### src/rtl/router_fsm_nch_pkg.sv
// router_pkg
//   Shared types and constants for the N-channel packet-router controller.
//   - state_t     : 4-bit controller state encoding (9 states)
//   - DEF_NUM_CH  : default number of output channels/FIFOs
//   - DEF_ADDR_W  : default header address field width
//   - addr_legal(): true when a header address selects an existing channel
package router_pkg;

   localparam int DEF_NUM_CH = 3;
   localparam int DEF_ADDR_W = 2;

   typedef enum logic [3:0] {
      S_DECODE          = 4'd0,
      S_LOAD_FIRST      = 4'd1,
      S_LOAD_DATA       = 4'd2,
      S_WAIT_EMPTY      = 4'd3,
      S_LOAD_PARITY     = 4'd4,
      S_CHECK_PARITY    = 4'd5,
      S_FIFO_FULL       = 4'd6,
      S_LOAD_AFTER_FULL = 4'd7,
      S_DROP            = 4'd8
   } state_t;

   function automatic logic addr_legal(input int unsigned addr, input int unsigned num_ch);
      return (addr < num_ch);
   endfunction

endpackage

### src/rtl/router_fsm_nch_if.sv
// router_fsm_nch_if
//   Bundles the controller's status inputs and control/decode outputs.
//   Modports:
//     slave  : the controller (router_fsm_nch) - consumes status, drives controls
//     master : the surrounding datapath / source side
//   Signals:
//     pkt_vd, din                     : packet valid and header address field
//     fifo_full, fifo_empty, sft_rst  : per-channel FIFO status / soft reset
//     parity_done, low_pkt_vd         : register-block status
//     detect_add .. full_state        : one-hot state decodes
//     write_enb_reg, rst_in_reg       : register-block controls
//     busy, ch_sel, drop_pkt          : source stall, latched channel, drop flag
//     dbg_state                       : raw state register
//   Flow control: the source presents a byte with pkt_vd=1; the byte is
//   accepted on every rising edge where busy=0 was presented in that cycle.
//   busy=1 means the source must hold its current byte and pkt_vd.
interface router_fsm_nch_if #(
   parameter int NUM_CH = router_pkg::DEF_NUM_CH,
   parameter int ADDR_W = router_pkg::DEF_ADDR_W
) ();
   import router_pkg::*;

   logic              pkt_vd;
   logic [ADDR_W-1:0] din;
   logic [NUM_CH-1:0] fifo_full;
   logic [NUM_CH-1:0] fifo_empty;
   logic [NUM_CH-1:0] sft_rst;
   logic              parity_done;
   logic              low_pkt_vd;

   logic              detect_add;
   logic              lfd_state;
   logic              ld_state;
   logic              laf_state;
   logic              full_state;
   logic              write_enb_reg;
   logic              rst_in_reg;
   logic              busy;
   logic [NUM_CH-1:0] ch_sel;
   logic              drop_pkt;
   state_t            dbg_state;

   modport slave (
      input  pkt_vd, din, fifo_full, fifo_empty, sft_rst, parity_done, low_pkt_vd,
      output detect_add, lfd_state, ld_state, laf_state, full_state,
             write_enb_reg, rst_in_reg, busy, ch_sel, drop_pkt, dbg_state
   );

   modport master (
      output pkt_vd, din, fifo_full, fifo_empty, sft_rst, parity_done, low_pkt_vd,
      input  detect_add, lfd_state, ld_state, laf_state, full_state,
             write_enb_reg, rst_in_reg, busy, ch_sel, drop_pkt, dbg_state
   );

endinterface

### src/rtl/router_fsm_nch_wait_timer.sv
// router_wait_timer
//   Cycle counter for the WAIT_EMPTY timeout (built only with
//   ROUTER_FSM_WAIT_TIMEOUT_EN).
//   Ports:
//     clk, rst  : clock, synchronous active-high reset
//     i_en      : count this cycle (controller is in WAIT_EMPTY)
//     i_clr     : clear the count (controller will not be in WAIT_EMPTY next)
//     o_expire  : this is the CYCLES-th consecutive enabled cycle
module router_wait_timer #(
   parameter int CYCLES = 30
) (
   input  logic clk,
   input  logic rst,
   input  logic i_en,
   input  logic i_clr,
   output logic o_expire
);
   localparam int CNT_W = $clog2(CYCLES + 1);
   localparam logic [CNT_W-1:0] LAST = CNT_W'(CYCLES - 1);

   logic [CNT_W-1:0] r_cnt;

   always_ff @(posedge clk) begin
      if (rst || i_clr) begin
         r_cnt <= '0;
      end else if (i_en && (r_cnt != LAST)) begin
         r_cnt <= r_cnt + 1'b1;
      end
   end

   // Count holds the number of completed WAIT_EMPTY cycles, so reaching
   // LAST means the current cycle is the final one allowed.
   assign o_expire = i_en && (r_cnt == LAST);

endmodule

### src/rtl/router_fsm_nch.sv
// router_fsm_nch
//   Packet-router controller for NUM_CH output FIFOs: header decode, payload
//   load, parity load/check, FIFO back-pressure and illegal-address drop.
//   Ports:
//     clk  : clock, rising edge
//     rst  : synchronous active-high reset (beats soft reset)
//     bus  : router_fsm_nch_if.slave (status in, decodes/controls out)
//   Build option:
//     ROUTER_FSM_WAIT_TIMEOUT_EN - when defined, WAIT_EMPTY gives up after
//     WAIT_TO_CYCLES cycles and drops the packet; otherwise it waits forever.
//   All outputs are registered from the next-state value, so they are pure
//   functions of the state register with no input-to-output paths.
module router_fsm_nch #(
   parameter int NUM_CH         = router_pkg::DEF_NUM_CH,
   parameter int ADDR_W         = router_pkg::DEF_ADDR_W,
   parameter int WAIT_TO_CYCLES = 30
) (
   input  logic                clk,
   input  logic                rst,
   router_fsm_nch_if.slave     bus
);
   import router_pkg::*;

   state_t            r_state;
   state_t            w_next_state;
   logic [NUM_CH-1:0] r_ch_sel;
   logic [NUM_CH-1:0] w_next_ch_sel;
   logic [NUM_CH-1:0] w_addr_1h;
   logic              w_legal;
   logic              w_addr_empty;
   logic              w_sel_full;
   logic              w_sel_empty;
   logic              w_sft_hit;
   logic              w_expire;

   logic r_detect_add, r_lfd_state, r_ld_state, r_laf_state, r_full_state;
   logic r_write_enb_reg, r_rst_in_reg, r_busy, r_drop_pkt;

   // Shifting past the top channel yields zero, so an illegal address never
   // matches any FIFO status bit.
   assign w_addr_1h    = NUM_CH'(1) << bus.din;
   assign w_legal      = addr_legal(32'(bus.din), 32'(NUM_CH));
   assign w_addr_empty = |(bus.fifo_empty & w_addr_1h);

   // Only the latched destination's status and soft reset are observed.
   assign w_sel_full   = |(bus.fifo_full  & r_ch_sel);
   assign w_sel_empty  = |(bus.fifo_empty & r_ch_sel);
   assign w_sft_hit    = |(bus.sft_rst    & r_ch_sel);

`ifdef ROUTER_FSM_WAIT_TIMEOUT_EN
   router_wait_timer #(
      .CYCLES (WAIT_TO_CYCLES)
   ) u_wait_timer (
      .clk      (clk),
      .rst      (rst),
      .i_en     (r_state == S_WAIT_EMPTY),
      .i_clr    (w_next_state != S_WAIT_EMPTY),
      .o_expire (w_expire)
   );
`else
   assign w_expire = 1'b0;
`endif

   always_comb begin
      w_next_state  = r_state;
      w_next_ch_sel = r_ch_sel;
      case (r_state)
         S_DECODE: begin
            if (bus.pkt_vd) begin
               if (w_legal) begin
                  w_next_ch_sel = w_addr_1h;
                  w_next_state  = w_addr_empty ? S_LOAD_FIRST : S_WAIT_EMPTY;
               end else begin
                  w_next_state  = S_DROP;
               end
            end
         end
         S_LOAD_FIRST: w_next_state = S_LOAD_DATA;
         S_LOAD_DATA: begin
            if (w_sel_full)       w_next_state = S_FIFO_FULL;
            else if (!bus.pkt_vd) w_next_state = S_LOAD_PARITY;
         end
         S_WAIT_EMPTY: begin
            // Emptiness in the final timeout cycle still wins.
            if (w_sel_empty) begin
               w_next_state = S_LOAD_FIRST;
            end else if (w_expire) begin
               w_next_state  = S_DROP;
               w_next_ch_sel = '0;
            end
         end
         S_LOAD_PARITY:  w_next_state = S_CHECK_PARITY;
         S_CHECK_PARITY: w_next_state = w_sel_full ? S_FIFO_FULL : S_DECODE;
         S_FIFO_FULL: begin
            if (!w_sel_full) w_next_state = S_LOAD_AFTER_FULL;
         end
         S_LOAD_AFTER_FULL: begin
            if (bus.parity_done)     w_next_state = S_DECODE;
            else if (bus.low_pkt_vd) w_next_state = S_LOAD_PARITY;
            else                     w_next_state = S_LOAD_DATA;
         end
         S_DROP: begin
            if (!bus.pkt_vd) w_next_state = S_DECODE;
         end
         default: w_next_state = S_DECODE;
      endcase

      // A soft reset of the active channel aborts whatever the state wanted.
      if (w_sft_hit) w_next_state = S_DECODE;

      // The channel select never survives a return to DECODE.
      if (w_next_state == S_DECODE) w_next_ch_sel = '0;
   end

   always_ff @(posedge clk) begin
      if (rst) begin
         r_state         <= S_DECODE;
         r_ch_sel        <= '0;
         r_detect_add    <= 1'b1;
         r_lfd_state     <= 1'b0;
         r_ld_state      <= 1'b0;
         r_laf_state     <= 1'b0;
         r_full_state    <= 1'b0;
         r_write_enb_reg <= 1'b0;
         r_rst_in_reg    <= 1'b0;
         r_busy          <= 1'b0;
         r_drop_pkt      <= 1'b0;
      end else begin
         r_state         <= w_next_state;
         r_ch_sel        <= w_next_ch_sel;
         r_detect_add    <= (w_next_state == S_DECODE);
         r_lfd_state     <= (w_next_state == S_LOAD_FIRST);
         r_ld_state      <= (w_next_state == S_LOAD_DATA);
         r_laf_state     <= (w_next_state == S_LOAD_AFTER_FULL);
         r_full_state    <= (w_next_state == S_FIFO_FULL);
         r_write_enb_reg <= (w_next_state == S_LOAD_DATA)   ||
                            (w_next_state == S_LOAD_PARITY) ||
                            (w_next_state == S_LOAD_AFTER_FULL);
         r_rst_in_reg    <= (w_next_state == S_CHECK_PARITY);
         // Source may keep streaming while decoding, loading payload or dropping.
         r_busy          <= !((w_next_state == S_DECODE)    ||
                              (w_next_state == S_LOAD_DATA) ||
                              (w_next_state == S_DROP));
         r_drop_pkt      <= (w_next_state == S_DROP);
      end
   end

   assign bus.detect_add    = r_detect_add;
   assign bus.lfd_state     = r_lfd_state;
   assign bus.ld_state      = r_ld_state;
   assign bus.laf_state     = r_laf_state;
   assign bus.full_state    = r_full_state;
   assign bus.write_enb_reg = r_write_enb_reg;
   assign bus.rst_in_reg    = r_rst_in_reg;
   assign bus.busy          = r_busy;
   assign bus.ch_sel        = r_ch_sel;
   assign bus.drop_pkt      = r_drop_pkt;
   assign bus.dbg_state     = r_state;

endmodule

### src/flat_wrapper.sv
// flat-port wrapper written by rule: the top's interface ports become plain ports
module router_fsm_nch_flat import router_pkg::*;
#(
   parameter int NUM_CH         = router_pkg::DEF_NUM_CH,
   parameter int ADDR_W         = router_pkg::DEF_ADDR_W,
   parameter int WAIT_TO_CYCLES = 30
)
  (clk, rst, bus_pkt_vd, bus_din, bus_fifo_full, bus_fifo_empty, bus_sft_rst, bus_parity_done, bus_low_pkt_vd, bus_detect_add, bus_lfd_state, bus_ld_state, bus_laf_state, bus_full_state, bus_write_enb_reg, bus_rst_in_reg, bus_busy, bus_ch_sel, bus_drop_pkt, bus_dbg_state);
  router_fsm_nch_if #(.NUM_CH(NUM_CH), .ADDR_W(ADDR_W)) bus_i ();
  input  logic clk;
  input  logic rst;
  input wire logic [$bits(bus_i.pkt_vd)-1:0] bus_pkt_vd;
  input wire logic [$bits(bus_i.din)-1:0] bus_din;
  input wire logic [$bits(bus_i.fifo_full)-1:0] bus_fifo_full;
  input wire logic [$bits(bus_i.fifo_empty)-1:0] bus_fifo_empty;
  input wire logic [$bits(bus_i.sft_rst)-1:0] bus_sft_rst;
  input wire logic [$bits(bus_i.parity_done)-1:0] bus_parity_done;
  input wire logic [$bits(bus_i.low_pkt_vd)-1:0] bus_low_pkt_vd;
  output wire logic [$bits(bus_i.detect_add)-1:0] bus_detect_add;
  output wire logic [$bits(bus_i.lfd_state)-1:0] bus_lfd_state;
  output wire logic [$bits(bus_i.ld_state)-1:0] bus_ld_state;
  output wire logic [$bits(bus_i.laf_state)-1:0] bus_laf_state;
  output wire logic [$bits(bus_i.full_state)-1:0] bus_full_state;
  output wire logic [$bits(bus_i.write_enb_reg)-1:0] bus_write_enb_reg;
  output wire logic [$bits(bus_i.rst_in_reg)-1:0] bus_rst_in_reg;
  output wire logic [$bits(bus_i.busy)-1:0] bus_busy;
  output wire logic [$bits(bus_i.ch_sel)-1:0] bus_ch_sel;
  output wire logic [$bits(bus_i.drop_pkt)-1:0] bus_drop_pkt;
  output wire logic [$bits(bus_i.dbg_state)-1:0] bus_dbg_state;
  assign bus_i.pkt_vd = bus_pkt_vd;
  assign bus_i.din = bus_din;
  assign bus_i.fifo_full = bus_fifo_full;
  assign bus_i.fifo_empty = bus_fifo_empty;
  assign bus_i.sft_rst = bus_sft_rst;
  assign bus_i.parity_done = bus_parity_done;
  assign bus_i.low_pkt_vd = bus_low_pkt_vd;
  assign bus_detect_add = bus_i.detect_add;
  assign bus_lfd_state = bus_i.lfd_state;
  assign bus_ld_state = bus_i.ld_state;
  assign bus_laf_state = bus_i.laf_state;
  assign bus_full_state = bus_i.full_state;
  assign bus_write_enb_reg = bus_i.write_enb_reg;
  assign bus_rst_in_reg = bus_i.rst_in_reg;
  assign bus_busy = bus_i.busy;
  assign bus_ch_sel = bus_i.ch_sel;
  assign bus_drop_pkt = bus_i.drop_pkt;
  assign bus_dbg_state = bus_i.dbg_state;
  router_fsm_nch #(.NUM_CH(NUM_CH), .ADDR_W(ADDR_W), .WAIT_TO_CYCLES(WAIT_TO_CYCLES)) u_core (.clk(clk), .rst(rst), .bus(bus_i));
endmodule
### config.mk
export PLATFORM = sky130hd
export DESIGN_NAME = router_fsm_nch_flat
export DESIGN_NICKNAME = d
export VERILOG_FILES = /design/src/rtl/router_fsm_nch_pkg.sv /design/src/rtl/router_fsm_nch_if.sv /design/src/rtl/router_fsm_nch_wait_timer.sv /design/src/rtl/router_fsm_nch.sv /design/src/flat_wrapper.sv
export SDC_FILE = /design/constraint.sdc
export NUM_CORES = 1
export LEC_CHECK = 0
export BUFFER_PORTS_ARGS = -buffer_cell sky130_fd_sc_hd__buf_2
export CAP_MARGIN = 20
export CORE_MARGIN = 3
export CORE_UTILIZATION = 35
export CTS_CLUSTER_DIAMETER = 200
export DETAILED_ROUTE_END_ITERATION = 16
export PLACE_DENSITY_LB_ADDON = 0.12
export SLEW_MARGIN = 20
export SYNTH_ARGS = -nofsm -noshare
export SYNTH_HDL_FRONTEND = slang
export SYNTH_HIERARCHICAL = 1
export SYNTH_SLANG_ARGS = --single-unit
### constraint.sdc
create_clock -name clk -period 2.1 [get_ports clk]
set_input_delay 0.21 -clock clk [delete_from_list [all_inputs] [get_ports clk]]
set_output_delay 0.21 -clock clk [all_outputs]
set_load 0.005 [all_outputs]
### After elaboration in Yosys (flattened, before gate mapping)

Cells that the tools add are included.

* register bits: 16
* latch bits: 0
* memory bits (writable): 0
* memory bits (read-only): 0
* input bits: 16
* output and inout bits: 16
* word-level logic and storage cells: 58
* memories: 0

* add/subtract/negate cells: 0
* $mul: 0
* div/mod/pow operators: 0
* magnitude comparators: 1
* eq/ne operators: 15
* shift operators: 1
* mux-type cells: 13
* bitwise operators: 4
* reduce and logical (&&, ||, !) cells: 13

Operator list (number)
* $mux W4: 9
* $pmux W4 S9: 1
* $eq A4 B3 Y1 const B: 8
* $and A3 B3 Y3: 4
* $eq A4 B2 Y1 const B: 3
* $reduce_or A3 Y1: 4
* $eq A4 B1 Y1 const B: 2
* $eq A4 B4 Y1 const B: 2
* $logic_not A4 Y1: 2
* $mux W3: 2
* $logic_or A1 B1 Y1: 4
* $reduce_and A3 Y1: 1
* $shl A1 B2 Y3 const A: 1
* $lt A2 B2 Y1 const B: 1
* $mux W2: 1
* $reduce_or A2 Y1: 1
* $logic_not A1 Y1: 1

### Logic depth before layout (Yosys ltp)

Gate-level depths: netlist of run 1.

* depth after elaboration: 12
* mapped depth: 8
* depth with buffers taken out: 5

### Worst setup path before layout of run 1

No wires, ideal clock.

* path kind: register -> register
* start point: reg u_core.r_state[1], in the netlist u_core/bus.dbg_state[1]
* end point: reg u_core.r_write_enb_reg, in the netlist u_core/bus.write_enb_reg
* library setup time: 0.130 ns
* arrival time: 1.762 ns
* required time: 1.970 ns
* slack: 0.208 ns
* stages on the path, launching flop included: 9
* path buffers: 3
* period minus slack after synthesis: 1.892 ns
* cell sequence: dfxtp_1 > buf_6 > or4b_4 > or2_0 > buf_6 > o32ai_4 > or2_1 > buf_6 > a311oi_1

* word-level cells in the longest chain between the ends: 7
* elaborated cells between the ends (all ways): 22
* classes of those cells: eq/ne (11); mux (8); reduce/logical (3)

Ends and longest elaborated chain
* start: declaration: line router_fsm_nch.sv:24 `state_t r_state;`
* start signal: assignment: line router_fsm_nch.sv:129 `r_state <= w_next_state;`
* $mux W4: line router_fsm_nch.sv:81 `else if (!bus.pkt_vd) w_next_state = S_LOAD_PARITY;`
* $mux W4: line router_fsm_nch.sv:80 `if (w_sel_full) w_next_state = S_FIFO_FULL;`
* $pmux W4 S9 (*): line router_fsm_nch.sv:67 `case (r_state)`
* $mux W4 (*): line router_fsm_nch.sv:109 `if (w_sft_hit) w_next_state = S_DECODE;`
* $eq A4 B2 Y1 or $eq A4 B3 Y1 (tied branches): line router_fsm_nch.sv:136, router_fsm_nch.sv:137
* $logic_or A1 B1 Y1: line router_fsm_nch.sv:136 `r_write_enb_reg <= (w_next_state == S_LOAD_DATA) ||`
* $logic_or A1 B1 Y1 (*): line router_fsm_nch.sv:137 `(w_next_state == S_LOAD_PARITY) ||`
* end signal: assignment: line router_fsm_nch.sv:136
* end: declaration: line router_fsm_nch.sv:37 `logic r_write_enb_reg, r_rst_in_reg, r_busy, r_drop_pkt;`

Every way passes the cells marked *; elsewhere a longest branch is shown, timed or not.
A chain may end at the register's enable or synchronous reset.

### Worst setup path in the final report of run 1

* start point: reg u_core.r_state[1], in the netlist u_core/bus.dbg_state[1]
* end point: reg u_core.r_ch_sel[0], in the netlist u_core/bus.ch_sel[0]

* word-level cells in the longest chain between the ends: 6
* elaborated cells between the ends (all ways): 20
* classes of those cells: eq/ne (8); mux (8); reduce/logical (4)

Ends and longest elaborated chain
* $mux W4: line router_fsm_nch.sv:81
* $mux W4: line router_fsm_nch.sv:80
* $pmux W4 S9: line router_fsm_nch.sv:67
* $mux W4: line router_fsm_nch.sv:109
* $logic_not A4 Y1: line router_fsm_nch.sv:112 `if (w_next_state == S_DECODE) w_next_ch_sel = '0;`
* $reduce_or A2 Y1 (no source line)
* end signal: assignment: line router_fsm_nch.sv:130 `r_ch_sel <= w_next_ch_sel;`
* end: declaration: line router_fsm_nch.sv:26 `logic [NUM_CH-1:0] r_ch_sel;`

Several ways; a longest one is shown, not always the timed one.

==> reports/qor.txt, run 1 <==
Synth Flop Type = dfxtp_1
Worst slack at placement = 0.136 ns
Later-pin clock latency in the skew report = 0.28 ns
RD Place Congestion = 0.841
RSZ-0062 raised after global routing = false
Internal Power = 807 uW
Worst Reg-to-Reg Cells = 6
Via count = 890
Diode count = 0
DR vias/cell = 5.56
Power Density = 1220 nW/um^2
Die ar. = 3210 um^2
Synth async-reset ratio = 0%
Synthesized net count = 114
# clock sinks = 16
Core area = 2320 um^2
Finish-stage setup viols = 0
Status = finished clean
Part of the Yosys area used for sequential elements = 35.7%
IO Port Bufs = 31
FP Rows = 17
GRT overflow = 0
#FFs+latches synth = 16
Fin. Hold Viols = 0
Reg-to-reg startpoint = u_core/bus.dbg_state[1]
Worst EP arrival = 2.15 ns
Max reg flops = 4
R2r setup slk = 0.13 ns
Syn Area/Cell = 9.17 um^2
RR Endpoint = u_core/bus.ch_sel[0]
Clk Tree Root Cell = clkbuf_4
Clk slew on worst S/H paths = 0.10 ns
Initial Utilization = 38.7%
Leak Pwr = 0.533 nW
Initial antenna violation count = 0
Flop pwr share = 33.4%
Final instance area = 1120 um^2
Fmax = 0.507 GHz
Worst min path class = in -> reg
Post-DP HPWL = 1740 um
EDFF count, synth = 0
Share of cells above drive strength 1 = 36.4%
CP required = 2.27 ns
Max cap viols = 0
I/O pin cnt = 32
CTS H-tree lvls = 1
Mapped Area = 898 um^2
Fin crit period = 1.97 ns
NetSw = 558 uW
Slew Viols, Final = 0
DRC viols = 0
CTS tree = built
Hold Slack = 0.170 ns
Crit Path Class = reg -> reg
VDD IR max = 0.808 mV
Skew final = 0.00422 ns
Mapped Cells = 98
Area after DPL = 1070 um^2
Layout fillers = 239
Switch share = 40.9%
DIE WIDTH = 56.7 um
Pin count of the biggest net entering global routing = 13
Die height = 56.7 um
Area grow syn2layout = 24.5%
Most frequent cells in the layout = buf_2, dfxtp_1, nor2_1
Vias in the first global route = 865
WL/cell = 14.1 um
HP Start = rst
Tot GR Track Use = 15.0%
Pre-antenna DRT Iters = 4
CP startpoint = u_core/bus.dbg_state[1]
Final period util = 93.9%
Slew @ Worst Pin = 0.541 ns
Critical Path End Type = flip-flop
Final wirelength = 2260 um
Comb pwr share = 52.0%
Crit path capture = u_core/bus.ch_sel[0]
Antenna Violating Nets Remaining = 0
Crit path max fanout = 11
Gates resized, CTS repair = 0
Total CTS buffers = 3
Setup WS post-layout = 0.127 ns
Relative slew slack = 63.9%
Clock Power Share = 14.6%
Sum Neg Setup Slack = 0 ns
First-pass GRT wire length = 3880 um
Synth cell types = 41
Bufs on Longest Clock Path = 2
Total Nets Final = 149
Iter 0 DRT Violations = 18
Synth warn = 6
Most common cell after layout, fill and taps aside = buf_2
Startpoint types = flip-flop
[worst min path at each step]
stage,to,slack (ns),depth (start not counted)
after global routing,u_core/bus.ld_state,0.17,2
after CTS,u_core/bus.ld_state,0.16,2
after floorplan,u_core/bus.ld_state,0.28,1
after detailed placement,u_core/bus.ld_state,0.47,2
after global placement,u_core/bus.ld_state,0.48,2
final,u_core/bus.ld_state,0.17,2
[Yosys cell counts (all sizes together) (2+ instances only)]
master,instances,share of area [%]
a21boi,2,1.7
a21oi,3,1.7
a222oi,3,3.3
a31oi,2,1.4
and2,2,1.4
buf,5,4.9
clkbuf,2,0.84
dfxtp,16,36
inv,3,1.3
mux2i,2,2.2
nand2,4,1.7
nand3b,2,1.7
nor2,13,5.4
nor3,2,1.1
nor4,4,3.5
o211a,4,4.5
o21ai,5,2.8
o21bai,2,1.7
o22a,3,3.2
o31ai,2,1.7
or2,2,1.4
or4b,2,2.6
[through the flow]
step           utilization, %  power, mW  cells
6_report                 48.2       1.37    160
5_1_grt                  48.2       1.48    160
4_1_cts                  47.9       1.36    159
3_5_place_dp             46.4       1.16    155
3_3_place_gp             46.4       1.16    155
2_1_floorplan               -      0.988     98
[worst max-delay path, stage by stage, from the launching register on]
cell	delay (ns)
dfxtp_1	0.41
or4b_4	0.59
or2_0	0.28
buf_4	0.18
o21ai_0	0.17
o31ai_1	0.10
o211a_1	0.14
[kinds of logic (layout without fill, tap and decap cells)]
group / after synthesis / in the layout / synth area share [%]
buffers and inverters: 10 / 44 / 6.96
and+or+nand+nor: 37 / 37 / 24.7
AOI/OAI and AO/OA: 33 / 33 / 30.5
muxes: 2 / 2 / 2.23
DFF: 16 / 16 / 35.7
[area by class of cell]
type,instances,area [um^2],area share (%)
tap,28,35.0,3.13
sequential,16,320,28.6
timing repair buffer,37,200,17.9
multi-input combinational,72,515,46.1
clock buffer,4,36.3,3.24
inverter,3,11.3,1.01
[per-layer routing]
layer,GRT usage [%],vias up,routed length [um]
li1,-,442,-
met3,3.68,4,96
met2,23.6,19,1110
met1,20.5,425,1020
met5,0,-,0
met4,3.73,0,31
[power groups by stage]
stage          logic (mW)  registers, mW  clock network [mW]
4_1_cts             0.699          0.455               0.210
5_1_grt             0.788          0.467               0.228
2_1_floorplan       0.553          0.435                   0
3_3_place_gp        0.701          0.458                   0
3_5_place_dp        0.694          0.462                   0
6_report            0.710          0.456               0.200
[repair_timing]
action | CTS | global route
buffers inserted | 0 | 1
hold buffers | 0 | 0
setup endpoints to repair | 0 | 7
(Power assumes the default switching activity.)
==> run 2, diff against run 1 <==
--- a/config.mk
+++ b/config.mk
@@ -11,6 +11,7 @@
 export CORE_UTILIZATION = 35
 export CTS_CLUSTER_DIAMETER = 200
 export DETAILED_ROUTE_END_ITERATION = 16
+export HOLD_SLACK_MARGIN = 0.05
 export PLACE_DENSITY_LB_ADDON = 0.12
 export SLEW_MARGIN = 20
 export SYNTH_ARGS = -nofsm -noshare
==> constraint.sdc (replaced) <==
create_clock -name clk -period 2.2 [get_ports clk]
set_input_delay 0.22 -clock clk [delete_from_list [all_inputs] [get_ports clk]]
set_output_delay 0.22 -clock clk [all_outputs]
set_load 0.005 [all_outputs]
==> run 2 against run 1 <==
Net effect: worst setup slack better by 0.038 ns; first-iteration DRC count down 28%; clock power down 8%; global-route usage down 0.34 points; fmax down 3.0%; via count down 2.4%; utilization unchanged; design area unchanged; sequential power down 9.2%; hold slack better by 0.012 ns; combinational power down 2%; clock skew up 0.00062 ns; critical path type unchanged; largest power group unchanged.
==> reports/qor.txt, run 2 (synthesis gave the netlist of run 1 again) <==
Via count = 869
Skew final = 0.00484 ns
Worst min path class = in -> reg
Sum Neg Setup Slack = 0 ns
Total CTS buffers = 3
Clk Tree Root Cell = clkbuf_4
Worst EP arrival = 2.20 ns
Final period util = 92.5%
Critical Path End Type = flip-flop
Max reg flops = 4
Max cap viols = 0
Hold Slack = 0.182 ns
Later-pin clock latency in the skew report = 0.28 ns
Die ar. = 3210 um^2
Gates resized, CTS repair = 0
Diode count = 0
GRT overflow = 0
Bufs on Longest Clock Path = 2
Status = finished clean
Finish-stage setup viols = 0
Hold-fix buffers, CTS = 0
CP required = 2.36 ns
Pwr Total = 1.30 mW
Multi-input logic area = 515 um^2
Post-DP HPWL = 1780 um
RSZ-0062 raised after global routing = false
Antenna Violating Nets Remaining = 0
Setup WS post-layout = 0.165 ns
Final wirelength = 2230 um
FF/Latch Area = 320 um^2
First-pass GRT wire length = 3800 um
FP Rows = 17
Pre-antenna DRT Iters = 4
Die height = 56.7 um
Area grow syn2layout = 24.5%
Leak Pwr = 0.535 nW
Initial antenna violation count = 0
Slew @ Worst Pin = 0.614 ns
Tot GR Track Use = 14.7%
Core area = 2320 um^2
Total Nets Final = 149
DR vias/cell = 5.43
Postcts setup bufs = 0
I/O pin cnt = 32
DRC viols = 0
Slew Viols, Final = 0
Layout fillers = 237
Power Density = 1160 nW/um^2
RD Place Congestion = 0.876
Iter 0 DRT Violations = 13
Initial Utilization = 38.7%
# clock sinks = 16
Fin crit period = 2.03 ns
Area after DPL = 1080 um^2
Crit path max fanout = 7
CTS H-tree lvls = 1
Fin. Hold Viols = 0
Clk slew on worst S/H paths = 0.09 ns
Worst slack at placement = 0.202 ns
Most frequent cells in the layout = buf_2, dfxtp_1, nor2_1
Startpoint types = flip-flop
WL/cell = 13.9 um
Crit Path Class = reg -> reg
DIE WIDTH = 56.7 um
IO Port Bufs = 31
Relative slew slack = 59.1%
Pin count of the biggest net entering global routing = 12
Share of cells above drive strength 1 = 36.4%
VDD IR max = 0.641 mV
CTS tree = built
Final instance area = 1120 um^2
Vias in the first global route = 827
Most common cell after layout, fill and taps aside = buf_2
Fmax = 0.491 GHz
## run 2: power breakdown
part / internal (mW) / switching (mW) / total [mW] / leakage, nW
clock network: 0.101 / 0.0840 / 0.185 / 0.0210
registers: 0.365 / 0.0495 / 0.414 / 0.131
logic: 0.302 / 0.395 / 0.696 / 0.384
## run 2: path summary, 6_finish.rpt
check / start / to / slack [ns] / depth (start not counted)
worst min register to register: u_core/bus.dbg_state[1] / u_core/bus.dbg_state[3] / 0.62 / 2
worst max register to register: u_core/bus.dbg_state[2] / u_core/bus.write_enb_reg / 0.17 / 5
worst max-delay path: u_core/bus.dbg_state[2] / u_core/bus.write_enb_reg / 0.17 / 5
worst min-delay path: rst / u_core/bus.ld_state / 0.18 / 2
## run 2: metrics by stage
step,instances,utilization [%]
after floorplan,98,-
after global placement,156,46.7
after detailed placement,156,46.7
after CTS,160,48.2
after global routing,160,48.2
final,160,48.2
## run 2: area by class of cell
cell class | instances | share of cell area, %
inverters | 3 | 1.01
clock buffers | 4 | 3.24
repair buffers | 37 | 17.9
multi-input cells | 72 | 46.1
well taps | 28 | 3.13
flip-flops and latches | 16 | 28.6
## run 2: critical path, stage by stage, from the launching register on
cell and delay [ns]:
dfxtp_1 0.36, or4b_4 0.58, or2_0 0.37, o32ai_4 0.19, or2_1 0.28, a311oi_1 0.13
## run 2: metal layers
| metal | GRT usage (%) | vias up | wire, um |
|---|---|---|---|
| li1 | - | 440 | - |
| met4 | 3.39 | 0 | 18 |
| met1 | 18.4 | 403 | 1020 |
| met2 | 23.6 | 24 | 1060 |
| met3 | 5.75 | 2 | 135 |
| met5 | 0 | - | 0 |
